`src/rtl/acc_processor_core.sv`:
```
// Accumulator processor core: FETCH/DECODE/EXECUTE/HALT sequencing with
// Z/C flags, jumps, shifts and an output port strobed for one cycle per OUT.
// The program ROM answers combinationally on instr_in for program_counter.
module acc_processor_core #(
  parameter int unsigned DATA_W = 8,
  parameter int unsigned ADDR_W = 8,
  parameter int unsigned OPC_W  = 4
) (
  input  logic                    clk,
  input  logic                    reset,
  input  logic                    start,
  input  logic [OPC_W+DATA_W-1:0] instr_in,
  output logic [ADDR_W-1:0]       program_counter,
  output logic [DATA_W-1:0]       accumulator,
  output logic                    zero_flag,
  output logic                    carry_flag,
  output logic [DATA_W-1:0]       out_data,
  output logic                    out_valid,
  output logic                    busy,
  output logic                    data_ready
);

  typedef enum logic [2:0] {
    S_IDLE,
    S_FETCH,
    S_DECODE,
    S_EXEC,
    S_HALT
  } state_t;

  typedef enum logic [3:0] {
    OP_NOP  = 4'h0,
    OP_LDI  = 4'h1,
    OP_ADD  = 4'h2,
    OP_SUB  = 4'h3,
    OP_AND  = 4'h4,
    OP_OR   = 4'h5,
    OP_XOR  = 4'h6,
    OP_NOT  = 4'h7,
    OP_SHL  = 4'h8,
    OP_SHR  = 4'h9,
    OP_JMP  = 4'hA,
    OP_JZ   = 4'hB,
    OP_JC   = 4'hC,
    OP_JNZ  = 4'hD,
    OP_OUT  = 4'hE,
    OP_HALT = 4'hF
  } opcode_t;

  state_t                    state_q;
  logic [OPC_W+DATA_W-1:0]   ir_q;
  opcode_t                   opc_q;
  logic [DATA_W-1:0]         opr_q;
  logic [DATA_W-1:0]         acc_q;
  logic [ADDR_W-1:0]         pc_q;
  logic                      z_q;
  logic                      c_q;
  logic [DATA_W-1:0]         out_data_q;
  logic                      out_valid_q;
  logic                      busy_q;
  logic                      ready_q;

  logic [DATA_W-1:0]         acc_d;
  logic                      z_d;
  logic                      c_d;
  logic                      jump_d;
  logic [DATA_W:0]           sum;
  opcode_t                   ir_op;
  logic [ADDR_W-1:0]         tgt;

  assign ir_op = opcode_t'(ir_q[OPC_W+DATA_W-1:DATA_W]);
  assign tgt   = opr_q[ADDR_W-1:0];

  // ALU and branch decision for the instruction held in the opcode/operand registers
  always_comb begin
    sum    = {1'b0, acc_q} + {1'b0, opr_q};
    acc_d  = acc_q;
    z_d    = z_q;
    c_d    = c_q;
    jump_d = 1'b0;
    case (opc_q)
      OP_LDI: acc_d = opr_q;
      OP_ADD: {c_d, acc_d} = sum;
      OP_SUB: begin
        acc_d = acc_q - opr_q;
        c_d   = (acc_q < opr_q);
      end
      OP_AND: begin
        acc_d = acc_q & opr_q;
        c_d   = 1'b0;
      end
      OP_OR: begin
        acc_d = acc_q | opr_q;
        c_d   = 1'b0;
      end
      OP_XOR: begin
        acc_d = acc_q ^ opr_q;
        c_d   = 1'b0;
      end
      OP_NOT: begin
        acc_d = ~acc_q;
        c_d   = 1'b0;
      end
      OP_SHL: begin
        c_d   = acc_q[DATA_W-1];
        acc_d = {acc_q[DATA_W-2:0], 1'b0};
      end
      OP_SHR: begin
        c_d   = acc_q[0];
        acc_d = {1'b0, acc_q[DATA_W-1:1]};
      end
      OP_JMP: jump_d = 1'b1;
      OP_JZ:  jump_d = z_q;
      OP_JC:  jump_d = c_q;
      OP_JNZ: jump_d = ~z_q;
      default: ;
    endcase
    // Z tracks the result of data-processing ops only (LDI..SHR)
    if (opc_q >= OP_LDI && opc_q <= OP_SHR) begin
      z_d = (acc_d == '0);
    end
  end

  // Sequencer with all architectural state and registered status outputs.
  // busy/data_ready/out_valid are loaded from the state being entered so they
  // line up with that state's cycle; out_data is captured on entry to the
  // EXECUTE of an OUT so data and strobe appear together.
  always_ff @(posedge clk or negedge reset) begin
    if (!reset) begin
      state_q     <= S_IDLE;
      ir_q        <= '0;
      opc_q       <= OP_NOP;
      opr_q       <= '0;
      acc_q       <= '0;
      pc_q        <= '0;
      z_q         <= 1'b0;
      c_q         <= 1'b0;
      out_data_q  <= '0;
      out_valid_q <= 1'b0;
      busy_q      <= 1'b0;
      ready_q     <= 1'b0;
    end else begin
      out_valid_q <= 1'b0;
      case (state_q)
        S_IDLE, S_HALT: begin
          if (start) begin
            acc_q   <= '0;
            pc_q    <= '0;
            z_q     <= 1'b0;
            c_q     <= 1'b0;
            busy_q  <= 1'b1;
            ready_q <= 1'b0;
            state_q <= S_FETCH;
          end
        end
        S_FETCH: begin
          ir_q    <= instr_in;
          pc_q    <= pc_q + ADDR_W'(1);
          state_q <= S_DECODE;
        end
        S_DECODE: begin
          opc_q <= ir_op;
          opr_q <= ir_q[DATA_W-1:0];
          if (ir_op == OP_HALT) begin
            busy_q  <= 1'b0;
            ready_q <= 1'b1;
            state_q <= S_HALT;
          end else begin
            if (ir_op == OP_OUT) begin
              out_valid_q <= 1'b1;
              out_data_q  <= acc_q;
            end
            state_q <= S_EXEC;
          end
        end
        S_EXEC: begin
          acc_q <= acc_d;
          z_q   <= z_d;
          c_q   <= c_d;
          if (jump_d) begin
            pc_q <= tgt;
          end
          state_q <= S_FETCH;
        end
        default: begin
          busy_q  <= 1'b0;
          ready_q <= 1'b0;
          state_q <= S_IDLE;
        end
      endcase
    end
  end

  assign program_counter = pc_q;
  assign accumulator     = acc_q;
  assign zero_flag       = z_q;
  assign carry_flag      = c_q;
  assign out_data        = out_data_q;
  assign out_valid       = out_valid_q;
  assign busy            = busy_q;
  assign data_ready      = ready_q;

endmodule

```
`config.mk`:
```
export PLATFORM = sky130hd
export DESIGN_NAME = acc_processor_core
export DESIGN_NICKNAME = d
export VERILOG_FILES = /design/src/rtl/acc_processor_core.sv
export SDC_FILE = /design/constraint.sdc
export NUM_CORES = 1
export LEC_CHECK = 0
export CAP_MARGIN = 20
export CORE_MARGIN = 3
export CORE_UTILIZATION = 35
export DETAILED_ROUTE_END_ITERATION = 12
export HOLD_SLACK_MARGIN = 0.06
export PLACE_DENSITY = 0.56
export SLEW_MARGIN = 20
export SYNTH_ARGS = -nofsm -noshare
export SYNTH_HDL_FRONTEND = slang
export SYNTH_SLANG_ARGS = --single-unit
export TNS_END_PERCENT = 10
```
`constraint.sdc`:
```
create_clock -name clk -period 2.6 [get_ports clk]
set_clock_uncertainty 0.2 [all_clocks]
set_input_delay 0.52 -clock clk [delete_from_list [all_inputs] [get_ports clk]]
set_output_delay 0.52 -clock clk [all_outputs]
set_load 0.05 [all_outputs]
```
Word-level counts from Yosys, hierarchy flattened:

Index checks and enable logic that the tools add are counted.

* register bits after elaboration: 56
* input bits: 15
* output and inout bits: 29
* word-level logic and storage cells: 85

* $add $sub $neg: 3
* $lt $le $gt $ge: 3
* equal/unequal tests: 24
* mux-type cells: 22
* bitwise operators: 7
* reductions and logical operators: 14

Operator list (count)
* 8-bit one-hot mux with 9 select lines: 1
* 4-bit == test (second input constant): 8
* 8-bit one-hot mux with 3 select lines: 1
* 4-bit by 3-bit == test with 1-bit output (second input constant): 4
* 8-bit two-way mux: 2
* 8-bit one-hot mux with 2 select lines: 1
* 3-bit AND reduction: 5
* 3-bit one-hot mux with 4 select lines: 1
* 8-bit by 8-bit adder with 9-bit output: 1
* 8-bit by 1-bit adder with 8-bit output (second input constant): 1
* 8-bit AND: 1
* 4-bit by 2-bit == test with 1-bit output (second input constant): 2
* 8-bit zero test: 1
* 8-bit < comparator: 1
* 1-bit two-way mux: 8
* 2-bit != test (second input constant): 4
* 8-bit inverter: 1
* 8-bit bitwise OR: 1
* 8-bit subtractor: 1
* 8-bit bitwise XOR: 1
* 3-bit by 2-bit == test with 1-bit output (second input constant): 2
* 3-bit two-way mux: 2
* 6-bit by 2-bit != test with 1-bit output (second input constant): 1
* 1-bit one-hot mux with 3 select lines: 2
* 16 further kinds: 20

Longest topological paths before layout:

* depth in word-level cells: 5
* gate-level depth with buffers: 11
* gate-level depth less buffers: 10

Worst setup path after synthesis:

OpenSTA, ideal clock, no wires.

* path type: reg-to-reg
* from: register acc_q[1] (netlist: accumulator[1])
* to: register z_q (netlist: zero_flag)
* library setup time: 0.092 ns
* arrival time: 2.996 ns
* data required time: 2.308 ns
* path slack: -0.688 ns
* stages on the path, launching flop included: 10
* path buffers: 0
* clock period less this slack: 3.288 ns
* cells stage by stage: dfrtp_1 inv_1 ha_1 or2_1 a22o_1 a221o_1 a211o_1 a21o_1 a211o_1 o31ai_2

* longest elaborated chain between the ends: 5
* elaborated cells between the ends (all ways): 10
* those cells by class: add/sub: 2; mux: 3; bitwise: 4; reduce/logical: 1

RTL lines
* start: declaration: RTL line 54 `logic [DATA_W-1:0] acc_q;`
* start signal: assignment: RTL line 134 `acc_q <= '0;`
* start signal: assignment: RTL line 147 `acc_q <= '0;`
* start signal: assignment: RTL line 177 `acc_q <= acc_d;`
* 8-bit subtractor (tied with other cells): RTL line 85 `acc_d = acc_q - opr_q;`
* 8-bit one-hot mux with 9 select lines (*): RTL line 81 `case (opc_q)`
* 8-bit zero test (*): RTL line 120 `z_d = (acc_d == '0);`
* 1-bit two-way mux (*): RTL line 119 `if (opc_q >= OP_LDI && opc_q <= OP_SHR) begin`
* 1-bit one-hot mux with 2 select lines (*): RTL line 144 `case (state_q)`
* end signal: assignment: RTL line 178 `z_q <= z_d;`
* end: declaration: RTL line 56 `logic z_q;`

Every way passes the cells marked *; elsewhere a longest branch is shown, timed or not. The select of a mux whose other input is x is not followed.
A chain may end at the register's enable or synchronous reset.

Final worst setup path:

Same ends and word-level chain as after synthesis.

==> out/results.tsv <==
metric	value	unit
reg2reg_to	zero_flag$_DFFE_PN0P_	
outcome	complete, but fails checks	
drtAntennaViolNets	0	
worst_hold_path_type	register to register	
min_path_cells	2	
nNetsFinal	667	
fin_ws	-0.225	ns
area_delta_synth_final	42.8	%
portBuffers	43	
critical-path-max-stage-delay	0.52	ns
cts_tree	built	
post_drt_wl_per_cell	18.3	um
antenna_cells	0	
fillers	1058	
drv_cap	0	
rr_startpoint	accumulator[1]$_DFFE_PN0P_	
gp_congestion	0.980	
initial_utilization	36.1	%
yosysMostFrequentCell	dfrtp_1	
yosys_most_used_dff	dfrtp_1	
grt_start_max_net_pins	57	
hpwl	11.1	mm
hp-start	ir_q[0]$_DFFE_PN0P_	
grt_pass1_wl	22.5	mm
synth_area_leaders	dfrtp_1, ha_1, mux2_2	
drt_pass1_iterations	5	
placed_cells	758	
total_leakage_power	2.58	nW
coreArea	11500	um^2
synth_top_area_share	33.9	%
violations	negative setup slack	
chipHeight	115	um
first_global_vias	4148	
drc	0	
synth_edf_count	0	
ys.warnings.count	0	
grt_util_all_layers	21.9	%
yosysTopAreaCell	dfrtp_1	
drive_gt1_share	31.9	%
first_iter_violations	304	
required	2.61	ns
fin_tns_setup	-0.622	ns
reg2reg_slack	-0.23	ns
wirelength	14.1	mm
netlist_top_cells_count	dfrtp_1, nand2_1, nor2_1	
synthArstFlopShare	100	%
maxClockFrequency	354	MHz
synth_seq_area_share	33.9	%
hold_viol	0	
vias	4238	
netlist_area	4140	um^2
r2r.worst_path.cells	9	
die_w	115	um
fin_crit_sh	109	%
synthCells	471	
avgSynthCellArea	8.78	um^2
holdWs	0.288	ns
crit_type	register to register	
drv_slew	0	
numClockSinks	56	
hold_end	opr_q[0]$_DFFE_PN0P_	
cp_common_cell	a211o_1	
crit_arrival	2.83	ns
numCtsBuffers	5	
max-clock-path-buffers	2	
powerDensity	1590	nW/um^2
htreeDepth	2	
rsz0062_at_grt	true	
cts_root_buf	clkbuf_16	
insertion_delay	0.30	ns
path_cells	inv_4 -> ha_4 -> or2_1 -> a22o_1 -> a221o_1 -> a211o_1 -> o22a_1 -> a211o_1 -> o31ai_2	
preCtsSetupSlack	-0.308	ns
critPathMaxFanout	5	
slowest_stage	dfrtp_4	
syn-num-nets	513	
utilization	51.5	%
endpoint_kind	register	
fin_cells	769	
relSlewSlack	64.5	%
core.rowCount	39	
via_per_inst	5.51	
setup_violations	6	
grt_antenna_before_repair	0	
clkSlewWorstSetupHoldPaths	0.08	ns
synth-seq-cells	56	
ios	44	
ys_types	72	
worst_slew_pin_slew	0.528	ns
vdd_drop_max	0.000770	V
critPathLaunchType	register	
timing.final.crit_period	2.83	ns
die_area	13200	um^2
grt.overflow.total	0	
## registers in the layout, indices dropped and copies added (netlist names)
register and flops:
ir_q 12, data_ready 1, accumulator 8, state_q 3, out_valid 1, zero_flag 1
busy 1, program_counter 8, out_data 8, opc_q 4, opr_q 8, carry_flag 1
## final cells by class
type                       count  area, um^2  area share, %
sequential                    56        1410           23.9
tap                          143         179           3.03
timing repair buffer         177        1450           24.6
clock buffer                   6         129           2.18
multi-input combinational    358        2590           43.9
inverter                      27         104           1.76
clock inverter                 2        38.8          0.656
## critical path: cells and delay by family, from the launching register on
kind / cells / cell delay, ns
compound gates: 6 / 1.53
fa+ha+maj: 1 / 0.19
buf+inv: 1 / 0.08
flops: 1 / 0.52
simple gates: 1 / 0.23
## how the worst max path moves through the flow
stage / from / to / slack (ns) / depth (start not counted)
4_1_cts: accumulator[1]$_DFFE_PN0P_ / zero_flag$_DFFE_PN0P_ / -0.21 / 9
5_1_grt: accumulator[0]$_DFFE_PN0P_ / zero_flag$_DFFE_PN0P_ / -0.37 / 10
6_report: accumulator[1]$_DFFE_PN0P_ / zero_flag$_DFFE_PN0P_ / -0.23 / 9
2_1_floorplan: accumulator[1]$_DFFE_PN0P_ / zero_flag$_DFFE_PN0P_ / -0.18 / 9
3_5_place_dp: opr_q[0]$_DFFE_PN0P_ / carry_flag$_DFFE_PN0P_ / -0.31 / 10
3_3_place_gp: accumulator[0]$_DFFE_PN0P_ / carry_flag$_DFFE_PN0P_ / -0.36 / 10
## placed cells by master, fill, tap and decap left out, types with 3 or more instances in the layout
master and count:
a211o_1 3, a211oi_1 4, a21o_1 3, a21oi_1 28, a21oi_2 3, a221oi_1 5, a22o_1 10, a31oi_1 6
and2_1 3, buf_4 130, clkbuf_16 5, clkdlybuf4s50_1 42, dfrtp_1 49, dfrtp_2 6, ha_1 21, ha_4 4
inv_1 21, inv_2 5, mux2_2 23, mux2i_1 5, nand2_1 41, nand2b_1 12, nand3_1 11, nand4_1 3
nor2_1 34, nor2b_1 3, nor3_1 11, nor3b_1 5, nor4_1 3, o21a_1 3, o21ai_0 29, o21ai_1 3
o21bai_1 3, o221ai_1 4, o22ai_1 9, o31ai_1 6, o32ai_1 3, or2_2 4, xnor2_1 4
## per-stage QoR
step                instance area, um^2  total power [mW]
detailed placement                 5630              8.28
CTS                                5870              9.27
floorplan                          4180              5.27
global route                       5910              10.1
finish                             5910              9.39
global placement                   5630              8.24
## what timing repair did
item	CTS	global route
buffers inserted	2	0
setup endpoints to repair	7	15
resized for setup	9	9
hold endpoints to repair	56	0
hold buffers	1	0
pin swaps	5	5
## power by group
part	switching (mW)	total [mW]	internal [mW]
clock network	0.324	0.784	0.459
registers	0.390	1.64	1.25
logic	3.68	6.96	3.28
total	4.39	9.39	5.00
## metal layers
metal / global-route usage [%] / up-vias / wire length (um)
met5: 0 / - / 0
met4: 5.63 / 0 / 288
met1: 32.2 / 2040 / 6840
met3: 3.58 / 21 / 790
met2: 33.5 / 141 / 6190
li1: - / 2036 / -
## cells by family (layout without fill, tap and decap cells)
group,Yosys count,after routing,share of synthesized area (%)
xor+xnor,5,5,1.06
flops,56,56,33.9
simple gates,149,149,18.3
mux,28,28,7.47
buf+inv,57,212,5.99
fa+ha+maj,27,27,8.53
compound gates,149,149,24.8
Note: power is estimated with default switching activity, not from simulation.
